[src/rtl/uop_issue_queue_if.sv]
// uop_issue_queue_if: bundle intake and uop issue handshakes.
// master offers bundles and takes uops; slave is the queue.
interface uop_issue_queue_if #(
   parameter int UOP_W    = 20,
   parameter int MAX_UOPS = 3,
   parameter int CNT_W    = 2
);
   logic                      in_valid;
   logic                      in_ready;
   logic [MAX_UOPS*UOP_W-1:0] in_uops;
   logic [CNT_W-1:0]          in_count;
   logic                      out_valid;
   logic                      out_ready;
   logic [UOP_W-1:0]          out_uop;
   logic                      out_last;

   modport master (
      output in_valid, in_uops, in_count, out_ready,
      input  in_ready, out_valid, out_uop, out_last
   );

   modport slave (
      input  in_valid, in_uops, in_count, out_ready,
      output in_ready, out_valid, out_uop, out_last
   );
endinterface

[src/rtl/uop_issue_queue.sv]
// uop_issue_queue: bundle FIFO, uop sequencer and flag scoreboard.
// Issues one uop per cycle, highest index first.
module uop_issue_queue #(
   parameter int UOP_W    = 20,
   parameter int MAX_UOPS = 3,
   parameter int DEPTH    = 4,
   parameter int CNT_W    = 2,
   parameter int WF_BIT   = 12,
   parameter int RF_BIT   = 15,
   parameter int MAX_PEND = 3
) (
   input  logic                     clk,
   input  logic                     rst,
   input  logic                     hold,
   input  logic                     flush,
   input  logic                     sf_written,
   output logic                     sf_busy,
   output logic [$clog2(DEPTH):0]   level,
   uop_issue_queue_if.slave         bus
);
   localparam int AW = $clog2(DEPTH);
   localparam int PW = $clog2(MAX_PEND + 1);
   localparam logic [CNT_W-1:0] CNT_MAX  = CNT_W'(MAX_UOPS - 1);
   localparam logic [CNT_W-1:0] CNT_ONE  = CNT_W'(1);
   localparam logic [PW-1:0]    PEND_MAX = PW'(MAX_PEND);
   localparam logic [PW-1:0]    PEND_ONE = PW'(1);
   localparam logic [AW:0]      LVL_FULL = (AW + 1)'(DEPTH);
   localparam logic [AW:0]      LVL_ONE  = (AW + 1)'(1);

   logic [MAX_UOPS*UOP_W-1:0] mem_uops [DEPTH];
   logic [CNT_W-1:0]          mem_cnt  [DEPTH];

   logic [AW:0]               wr_ptr;
   logic [AW:0]               rd_ptr;
   logic [AW:0]               rd_ptr_nx;
   logic [CNT_W-1:0]          idx;
   logic [CNT_W-1:0]          idx_nxt;
   logic [CNT_W-1:0]          in_cnt_c;
   logic [PW-1:0]             pend;
   logic [MAX_UOPS*UOP_W-1:0] head_bundle;
   logic [UOP_W-1:0]          head_uop;
   logic                      nonempty;
   logic                      full;
   logic                      stall;
   logic                      fire;
   logic                      push;
   logic                      pop;
   logic                      act_flush;
   logic                      inc;
   logic                      dec;

   assign level     = wr_ptr - rd_ptr;
   assign nonempty  = (level != '0);
   assign full      = (level == LVL_FULL);
   assign rd_ptr_nx = rd_ptr + LVL_ONE;
   assign in_cnt_c  = (bus.in_count > CNT_MAX) ? CNT_MAX : bus.in_count;

   assign head_bundle = mem_uops[rd_ptr[AW-1:0]];

   // Select the head uop addressed by the sequencer index.
   always_comb begin
      head_uop = '0;
      for (int i = 0; i < MAX_UOPS; i++) begin
         if (idx == CNT_W'(i)) head_uop = head_bundle[i*UOP_W +: UOP_W];
      end
   end

   assign bus.out_uop  = nonempty ? head_uop : '0;
   assign bus.out_last = nonempty & (idx == '0);

   assign stall = (bus.out_uop[RF_BIT] & (pend != '0)) |
                  (bus.out_uop[WF_BIT] & (pend == PEND_MAX));

   assign bus.out_valid = nonempty & ~flush & ~stall;
   assign bus.in_ready  = ~full & ~hold & ~flush;

   assign act_flush = flush & ~hold;
   assign fire      = bus.out_valid & bus.out_ready & ~hold;
   assign pop       = fire & (idx == '0);
   assign push      = bus.in_valid & bus.in_ready;

   assign inc     = fire & bus.out_uop[WF_BIT];
   assign dec     = sf_written & (pend != '0);
   assign sf_busy = (pend != '0);

   // Next sequencer index: reload on a new head, else count down.
   always_comb begin
      idx_nxt = idx;
      if (act_flush) begin
         idx_nxt = '0;
      end else if (pop) begin
         if (level > LVL_ONE) idx_nxt = mem_cnt[rd_ptr_nx[AW-1:0]];
         else if (push)       idx_nxt = in_cnt_c;
         else                 idx_nxt = '0;
      end else if (fire) begin
         idx_nxt = idx - CNT_ONE;
      end else if (push && !nonempty) begin
         idx_nxt = in_cnt_c;
      end
   end

   // Pointer and sequencer state; flush empties, hold freezes.
   always_ff @(posedge clk) begin
      if (rst) begin
         wr_ptr <= '0;
         rd_ptr <= '0;
         idx    <= '0;
      end else if (act_flush) begin
         wr_ptr <= '0;
         rd_ptr <= '0;
         idx    <= '0;
      end else begin
         if (push) wr_ptr <= wr_ptr + LVL_ONE;
         if (pop)  rd_ptr <= rd_ptr_nx;
         idx <= idx_nxt;
      end
   end

   // Bundle storage, written on accept with the clamped count.
   always_ff @(posedge clk) begin
      if (push) begin
         mem_uops[wr_ptr[AW-1:0]] <= bus.in_uops;
         mem_cnt[wr_ptr[AW-1:0]]  <= in_cnt_c;
      end
   end

   // Outstanding flag writes; keeps counting through hold and flush.
   always_ff @(posedge clk) begin
      if (rst) begin
         pend <= '0;
      end else if (inc && !dec) begin
         pend <= pend + PEND_ONE;
      end else if (dec && !inc) begin
         pend <= pend - PEND_ONE;
      end
   end
endmodule

[src/flat_wrapper.sv]
// flat-port wrapper written by rule: the top's interface ports become plain ports
module uop_issue_queue_flat 
#(
   parameter int UOP_W    = 20,
   parameter int MAX_UOPS = 3,
   parameter int DEPTH    = 4,
   parameter int CNT_W    = 2,
   parameter int WF_BIT   = 12,
   parameter int RF_BIT   = 15,
   parameter int MAX_PEND = 3
)
  (clk, rst, hold, flush, sf_written, sf_busy, level, bus_in_valid, bus_in_uops, bus_in_count, bus_out_ready, bus_in_ready, bus_out_valid, bus_out_uop, bus_out_last);
  uop_issue_queue_if #(.UOP_W(UOP_W), .MAX_UOPS(MAX_UOPS), .CNT_W(CNT_W)) bus_i ();
  input  logic clk;
  input  logic rst;
  input  logic hold;
  input  logic flush;
  input  logic sf_written;
  output logic sf_busy;
  output logic [$clog2(DEPTH):0] level;
  input wire logic [$bits(bus_i.in_valid)-1:0] bus_in_valid;
  input wire logic [$bits(bus_i.in_uops)-1:0] bus_in_uops;
  input wire logic [$bits(bus_i.in_count)-1:0] bus_in_count;
  input wire logic [$bits(bus_i.out_ready)-1:0] bus_out_ready;
  output wire logic [$bits(bus_i.in_ready)-1:0] bus_in_ready;
  output wire logic [$bits(bus_i.out_valid)-1:0] bus_out_valid;
  output wire logic [$bits(bus_i.out_uop)-1:0] bus_out_uop;
  output wire logic [$bits(bus_i.out_last)-1:0] bus_out_last;
  assign bus_i.in_valid = bus_in_valid;
  assign bus_i.in_uops = bus_in_uops;
  assign bus_i.in_count = bus_in_count;
  assign bus_i.out_ready = bus_out_ready;
  assign bus_in_ready = bus_i.in_ready;
  assign bus_out_valid = bus_i.out_valid;
  assign bus_out_uop = bus_i.out_uop;
  assign bus_out_last = bus_i.out_last;
  uop_issue_queue #(.UOP_W(UOP_W), .MAX_UOPS(MAX_UOPS), .DEPTH(DEPTH), .CNT_W(CNT_W), .WF_BIT(WF_BIT), .RF_BIT(RF_BIT), .MAX_PEND(MAX_PEND)) u_core (.clk(clk), .rst(rst), .hold(hold), .flush(flush), .sf_written(sf_written), .sf_busy(sf_busy), .level(level), .bus(bus_i));
endmodule
[config.mk]
export PLATFORM = sky130hd
export DESIGN_NAME = uop_issue_queue_flat
export DESIGN_NICKNAME = d
export VERILOG_FILES = /design/src/rtl/uop_issue_queue_if.sv /design/src/rtl/uop_issue_queue.sv /design/src/flat_wrapper.sv
export SDC_FILE = /design/constraint.sdc
export NUM_CORES = 1
export LEC_CHECK = 0
export ABC_AREA = 1
export CORE_MARGIN = 2
export CORE_UTILIZATION = 40
export DETAILED_ROUTE_END_ITERATION = 16
export PLACE_DENSITY = 0.63
export SLEW_MARGIN = 20
export SYNTH_ARGS = -nofsm -noshare
export SYNTH_HDL_FRONTEND = slang
export SYNTH_SLANG_ARGS = --single-unit
export TNS_END_PERCENT = 50
[constraint.sdc]
create_clock -name clk -period 14 [get_ports clk]
set_input_delay 3.5 -clock clk [delete_from_list [all_inputs] [get_ports clk]]
set_output_delay 3.5 -clock clk [all_outputs]
set_load 0.005 [all_outputs]
Word level (Yosys, flattened, before mapping)
Memory sizes are Yosys's and may differ from the RTL's. A register that Yosys moved wholly into a read port is not among the register bits.
Cells that the tools add are included.

storage, ports and cells
  register bits after elaboration = 10
  bits in writable memories = 248
  input port bits = 69
  output and inout bits = 27
  word-level logic and storage cells = 65
  memories kept = 2

operators by class
  add/sub/neg operators = 6
  magnitude comparators = 2
  equal/unequal tests = 4
  muxes and demuxes = 16
  bitwise gates (word level) = 19
  reduce and logical (&&, ||, !) cells = 12

memory list
  memory           words  bits a word  rd ports  clocked after memory_dff  wr ports  RTL line               RTL
  u_core.mem_uops  4      60           1         1                         1         uop_issue_queue.sv:30  logic [MAX_UOPS*UOP_W-1:0] mem_uops [DEPTH];
  u_core.mem_cnt   4      2            1         0                         1         uop_issue_queue.sv:31  logic [CNT_W-1:0] mem_cnt [DEPTH];

operators by type and width
  operator                                                       number
  2-to-1 mux 20 bit                                              4
  2-to-1 mux 2 bit                                               10
  bitwise AND 1 bit                                              14
  adder 3 x 1 -> 3 bit, second input constant                    2
  nonzero test 3 bit                                             2
  equality test 2 bit, second input constant                     2
  NOT 1 bit                                                      4
  nonzero test 2 bit                                             2
  subtractor 2 x 1 -> 2 bit, second input constant               2
  equality test 3 bit, second input constant                     1
  greater-than comparator 3 x 1 -> 1 bit, second input constant  1
  logical AND 1 bit                                              3
  logical NOT 1 bit                                              3
  subtractor 3 bit                                               1
  adder 2 x 1 -> 2 bit, second input constant                    1
  equality test 2 x 1 -> 1 bit, second input constant            1
  greater-than comparator 2 bit, second input constant           1
  logical NOT 2 bit                                              1
  2-to-1 mux 1 bit                                               2
  OR reduction 2 bit                                             1
  bitwise OR 1 bit                                               1

Logic depth before layout (Yosys ltp)
  depth after elaboration = 16
  gate-level depth with buffers = 16
  depth with buffers taken out = 16

Least setup slack after synthesis
OpenSTA, ideal clock, no wires.

  kind = input port to output port
  from = input flush
  to = output bus_out_valid
  arrival time = 3,868 ps
  required time = 10,500 ps
  slack = 6,632 ps
  stages on the path = 5
  path buffers = 0
  cells stage by stage = inv_1 -> nand2_1 -> inv_1 -> nand2_2 -> nor2_8

on the way
  cells in the longest elaborated chain, start to end = 3

RTL lines
  element                         RTL line               RTL
  start, declared                 flat_wrapper.sv:17     input logic flush;
  NOT 1 bit                       uop_issue_queue.sv:74  assign bus.out_valid = nonempty & ~flush & ~stall;
  bitwise AND 1 bit (2 in a row)  uop_issue_queue.sv:74
  end, declared                   flat_wrapper.sv:26     output wire logic [$bits(bus_i.out_valid)-1:0] bus_out_valid;

Every way passes these cells.

Final worst setup path
Ends and elaborated chain as after synthesis.

==> results.yml <==
outcome:
  outcome: "finished, final reports clean"
grt:
  grt_pass1_wl_mm: 36.7
  grt_pass1_vias: 6572
  grt-ovfl-total: 0
  antenna_found_initial: 0
  grt_max_degree: 83
  grt_util_all_layers: 0.168
power:
  p_seq_frac: 0.517
  p_sw_frac: 0.206
  p_comb_frac: 0.070
  p_switching_uw: 344
  clockPowerShare: 0.412
  p_int_mw: 1.33
  vdd_ir_drop_max_v: 0.0000996
  p_per_area_nw_per_um2: 131
  power.leakage_nw: 4.51
synth:
  syn_area_um2: 10600
  synth-seq-area-share: 0.725
  synth_cells: 840
  ys_seq_elements: 260
  synth_area_per_cell_um2: 12.6
  syn-num-nets: 920
  yosysWarnings: 0
  synthDistinctLibCells: 34
cts:
  h-tree-depth: 1
  clock_latency_ns: 0.54
  cts_setup_buffers: 0
  cts_hold_buf: 0
  clock_path_buffers: 3
  root_buffer: "clkbuf_16"
  clkSinkCount: 260
  clk_pin_slew_ns: 0.06
  cts_tree: "done"
  cts.repair.resized: 0
  cts_made_buffers: 26
sta:
  skew_ns: 0.0176
  max_slew_margin: 0.303
  rsz0062_at_grt: "no"
  setup-tns-final_ns: 0
  fin_crit_sh: 0.597
  finalCriticalPeriod_ns: 8.36
  final-hold-violation-count: 0
  tightest_slew_ns: 1.05
  fmax_mhz: 120
  hold_ws_ns: 0.480
  timing.final.ws_setup_ns: 5.64
  finalSetupViolations: 0
  slew_violations: 0
final_layout:
  final_cell_mix: "edfxtp_1 (248), nor2_1 (102), clkdlybuf4s50_1 (95)"
  final_common_cell: "edfxtp_1"
  finalNetCount: 1004
  fillers: 2299
  design_area_um2: 12700
  syn_to_final_growth_pct: 19.9
  finalNonFillerCells: 1276
  drive_gt1_frac: 0.0670
critical_path:
  reg2reg_slack_ns: 10.45
  startpoint_type: "primary input"
  crit_chain: "clkdlybuf4s50_1 -> inv_1 -> nand2_1 -> inv_1 -> nand2_2 -> nor2_8 -> clkdlybuf4s50_1"
  arrival_ns: 4.86
  cpPeakStageDelay_ns: 0.51
  end_kind: "output port"
  critPathSlowestCell: "clkdlybuf4s50_1"
  crit_path_max_fanout: 5
  reg2reg_to: "u_core.pend[1]"
  crit_type: "primary input to output port"
  rr_worst_depth: 15
  critPathLaunch: "flush"
  endpoint: "bus_out_valid"
  worstPathRequired_ns: 10.50
placement:
  dp.cells: 1231
  gp_congestion: 0.794
  place_area_um2: 11900
  port_buffers: 95
  place_hpwl_mm: 12.9
  preCtsSetupSlack_ns: 5.64
run:
  drv_cap: 0
min_path:
  worstHoldStart: "u_core.wr_ptr[2]"
  hold_path_depth: 1
  hp-class: "flop to flop"
drt:
  drt_iter0_markers: 604
  drc: 0
  via_count: 6826
  wl_mm: 24.0
  final_antenna_net_count: 0
  dr.pass1.iters: 5
  wl_per_cell_um: 18.8
  vias_per_cell: 5.35
floorplan:
  start_util: 0.407
  io_pins: 96
  core-area_um2: 26100
  die_w_um: 167
  dieArea_um2: 27800
  rows: 59
  die_h_um: 167
## cells by family (layout without fill, tap and decap cells)
family	count (synthesis)	count (layout)	synth area share
other	0	1	0
XOR/XNOR	1	1	0.000826
adder cells (fa/ha/maj)	11	11	0.0137
buffers and inverters	116	216	0.0441
AO/OA/AOI/OAI	203	203	0.118
AND/OR/NAND/NOR	249	249	0.0983
flip-flops	260	260	0.725
## cells in the mapped netlist
master,number,share of area
inv_2,5,0.0018
nor2_8,1,0.0019
a21boi_1,1,0.00071
o22ai_1,22,0.013
o21ai_1,2,0.00094
edfxtp_1,248,0.70
buf_6,2,0.0021
ha_1,10,0.012
o21bai_1,1,0.00071
buf_2,11,0.0052
o21a_1,1,0.00071
clkbuf_1,30,0.011
a21oi_1,40,0.019
nand3_1,40,0.019
o211ai_1,1,0.00071
a221o_1,17,0.016
xor2_1,1,0.00083
o221ai_1,17,0.014
nand3b_1,1,0.00071
nand3_2,1,0.00094
fa_1,1,0.0019
buf_4,1,0.00071
nand2_1,92,0.033
or2_0,1,0.00059
nand3_4,1,0.0017
dfxtp_1,12,0.023
nand4_1,3,0.0018
nand2_2,2,0.0012
o21ai_0,82,0.039
inv_1,61,0.022
nor2_1,106,0.038
nor2_2,1,0.00059
a22oi_1,19,0.013
buf_1,6,0.0021
## sequential cells by signal (all words and copies together), names as in the netlist, named ones only
name and cells:
u_core.idx 2, u_core.pend 2, u_core.wr_ptr 3, u_core.rd_ptr 3
u_core.mem_uops 240, u_core.mem_cnt 8
## power groups by stage
stage               registers (mW)  logic [mW]  clock network (mW)
global placement             0.881       0.116                   0
CTS                          0.865       0.118               0.702
floorplan                    0.881      0.0546                   0
detailed placement           0.881       0.118                   0
finish                       0.865       0.117               0.689
global route                 0.865       0.128               0.732
## worst max-delay path, delay by kind of cell
kind / cells / cell delay (ns)
simple gates: 3 / 0.26
buf+inv: 4 / 1.10
## worst min path at each step
stage | slack (ns) | endpoint
2_1_floorplan | 0.44 | u_core.wr_ptr[2]
3_3_place_gp | 0.46 | u_core.wr_ptr[2]
6_report | 0.48 | u_core.wr_ptr[2]
4_1_cts | 0.48 | u_core.wr_ptr[2]
5_1_grt | 0.50 | u_core.wr_ptr[2]
3_5_place_dp | 0.47 | u_core.wr_ptr[2]
## metrics by stage
stage                util  total power [mW]
floorplan               -             0.936
global placement    0.456             0.997
detailed placement  0.456             0.999
CTS                 0.488              1.69
global route        0.488              1.73
finish              0.488              1.67
## per-layer routing
metal,wire length [µm],vias up,global-route usage
li1,-,3230,-
met1,10200,3332,0.225
met2,11800,233,0.290
met3,1570,31,0.0314
met4,416,0,0.0341
met5,0,-,0
## final cells by class
class	count	area, µm²	area share
Sequential cell	260	7690	0.605
Multi-Input combinational cell	464	2480	0.195
Timing Repair Buffer	106	1030	0.0813
Clock buffer	32	673	0.0529
Tap cell	335	419	0.0330
Inverter	66	249	0.0196
Clock inverter	12	166	0.0131
Antenna cell	1	2.50	0.000197
(Power assumes the default switching activity.)
==> edit: new RTL, config.mk and constraints unchanged <==
`CNT_W` is set to 2 in 3 places; all go to 4.
--- a/src/rtl/uop_issue_queue_if.sv
+++ b/src/rtl/uop_issue_queue_if.sv
@@ -5,3 +5,3 @@
    parameter int MAX_UOPS = 3,
-   parameter int CNT_W    = 2
+   parameter int CNT_W    = 4
 );
--- a/src/rtl/uop_issue_queue.sv
+++ b/src/rtl/uop_issue_queue.sv
@@ -6,3 +6,3 @@
    parameter int DEPTH    = 4,
-   parameter int CNT_W    = 2,
+   parameter int CNT_W    = 4,
    parameter int WF_BIT   = 12,
--- a/src/flat_wrapper.sv
+++ b/src/flat_wrapper.sv
@@ -6,3 +6,3 @@
    parameter int DEPTH    = 4,
-   parameter int CNT_W    = 2,
+   parameter int CNT_W    = 4,
    parameter int WF_BIT   = 12,
Interface: changed (resized bus_in_count); port bits go from 96 to 98. No check against the original RTL was run, so the function may have changed too.
==> edit against the original RTL <==
Worst hold slack improved by 30 ps. Clock skew fell by 8.8 ps. Wire length rose by 6.8%. Synthesized cell count rose by 6.2%. Design area rose by 4.8%. Via count rose by 6.1%. Sequential power rose by 3.8%. Area after synthesis rose by 4.9%. Worst setup slack got worse by 28 ps. Sequential cell count rose by 10. Cell count rose by 8.9%. Highest routed layer unchanged. Total power rose by 2.5%.
==> edit: results (changes against the original RTL) <==
----------------------------------------------------
[Status]
  Result of the run ... completed

[Clock network]
  Quantity of gates resized following cts ... 0 (unchanged)
  Number of buffers created by CTS ... 28 (+7.7%)
  Number of buffers inserted by post-CTS setup repair ... 0 (unchanged)

[Power and ir drop]
  Sequential share of power ... 52.4% (+0.7 points)
  Switching Power ... 367.2 uW (+6.6%)
  Worst ir drop on vdd ... 0.00008456 V (-15%)
  Clock net power ... 687 uW (about the same)

[Logic synthesis]
  Share of synthesized area occupied by flip-flops and latches ... 71.68% (-0.83 points)
  Top cells by count, synth ... 256 x sky130_fd_sc_hd__edfxtp_1, 115 x sky130_fd_sc_hd__nor2_1, 100 x sky130_fd_sc_hd__nand2_1
  Netlist cell types ... 39 (+15%)
  Number of storage elements in the synthesis netlist ... 270 (+3.8%)
  Proportion of register bits with asynchronous set or reset after synthesis ... 0% (unchanged)
  Synth area leaders ... sky130_fd_sc_hd__edfxtp_1 69%, sky130_fd_sc_hd__nor2_1 3.9%, sky130_fd_sc_hd__o21ai_0 3.9%

[Placed design]
  I/O Buffers ... 97 (+2.1%)
  Global placer's final weighted congestion ... 0.7297 (-8.1%)

[Final layout]
  Multi-input combinational area share ... 20.41% (+0.91 points)
  Final-layout clock-cell area share ... 6.330% (-0.27 points)
  Number of multi-input combinational cells ... 512 (+10%)
  Clock buf count ... 39 (+22%)
  Number of antenna repair diodes ... 2 (+1)
  Fraction of cell area in non-clock buffers ... 7.908% (-0.22 points)
  Sequential cell area share ... 59.84% (-0.66 points)
  Non-clock inverter instance count of the final layout ... 68 (+3.0%)
  Final #Nets ... 1071 (+6.7%)
  Non-clk bufs ... 108 (+1.9%)

[Setup path]
  Data arrival at the endpoint of the critical path ... 4890 ps (+30 ps)
  Worst-case register-to-register setup slack ... 10100 ps (-350 ps)

[Routing]
  Detailed Route WL ... 25.66 mm (+6.8%)

[STA]
  Tightest hold margin ... 510.0 ps (+30.30 ps)
  Fin Clk Skew ... 8.750 ps (-8.807 ps)
  Tightest Pin Transition ... 1089 ps (+43.07 ps)

[Global routing]
  Maximum number of pins on one net before global-route repair ... 92 (+11%)
  First-pass GRT wire length ... 38.89 mm (+5.8%)
  Aggregate global-route resource usage ... 17.43% (+0.58 points)
  Number of global-route vias before repair ... 6966 (+6.0%)

----------------------------------------------------
## edit: per-layer routing
metal	vias up	wire, um	track usage, %
li1	3432	-	-
met4	0	661	4.942
met1	3560	11410	23.11
met2	210	12430	30.03
met5	-	0	0
met3	43	1153	2.429
## edit: through the flow
stage | power (mW) | util (%) | worst slack [ps] | area (sq um) | instances
6_report | 1.713 | 48.35 | 5608 | 13320 | 1389
5_1_grt | 1.768 | 48.35 | 5504 | 13320 | 1389
4_1_cts | 1.723 | 48.34 | 5598 | 13320 | 1387
3_5_place_dp | 1.043 | 45.28 | 5605 | 12470 | 1336
3_3_place_gp | 1.042 | 45.28 | 5623 | 12470 | 1336
2_1_floorplan | 0.9762 | - | 6621 | 11140 | 899
## edit: logic make-up after synthesis
| family | synth area share (%) |
|---|---|
| and+or+nand+nor | 10.49 |
| DFF | 71.68 |
| AOI/OAI and AO/OA | 11.85 |
| buffers and inverters | 4.367 |
| adders and majority gates | 1.418 |
| xor gates and xnor gates | 0.1576 |
| other | 0.03374 |
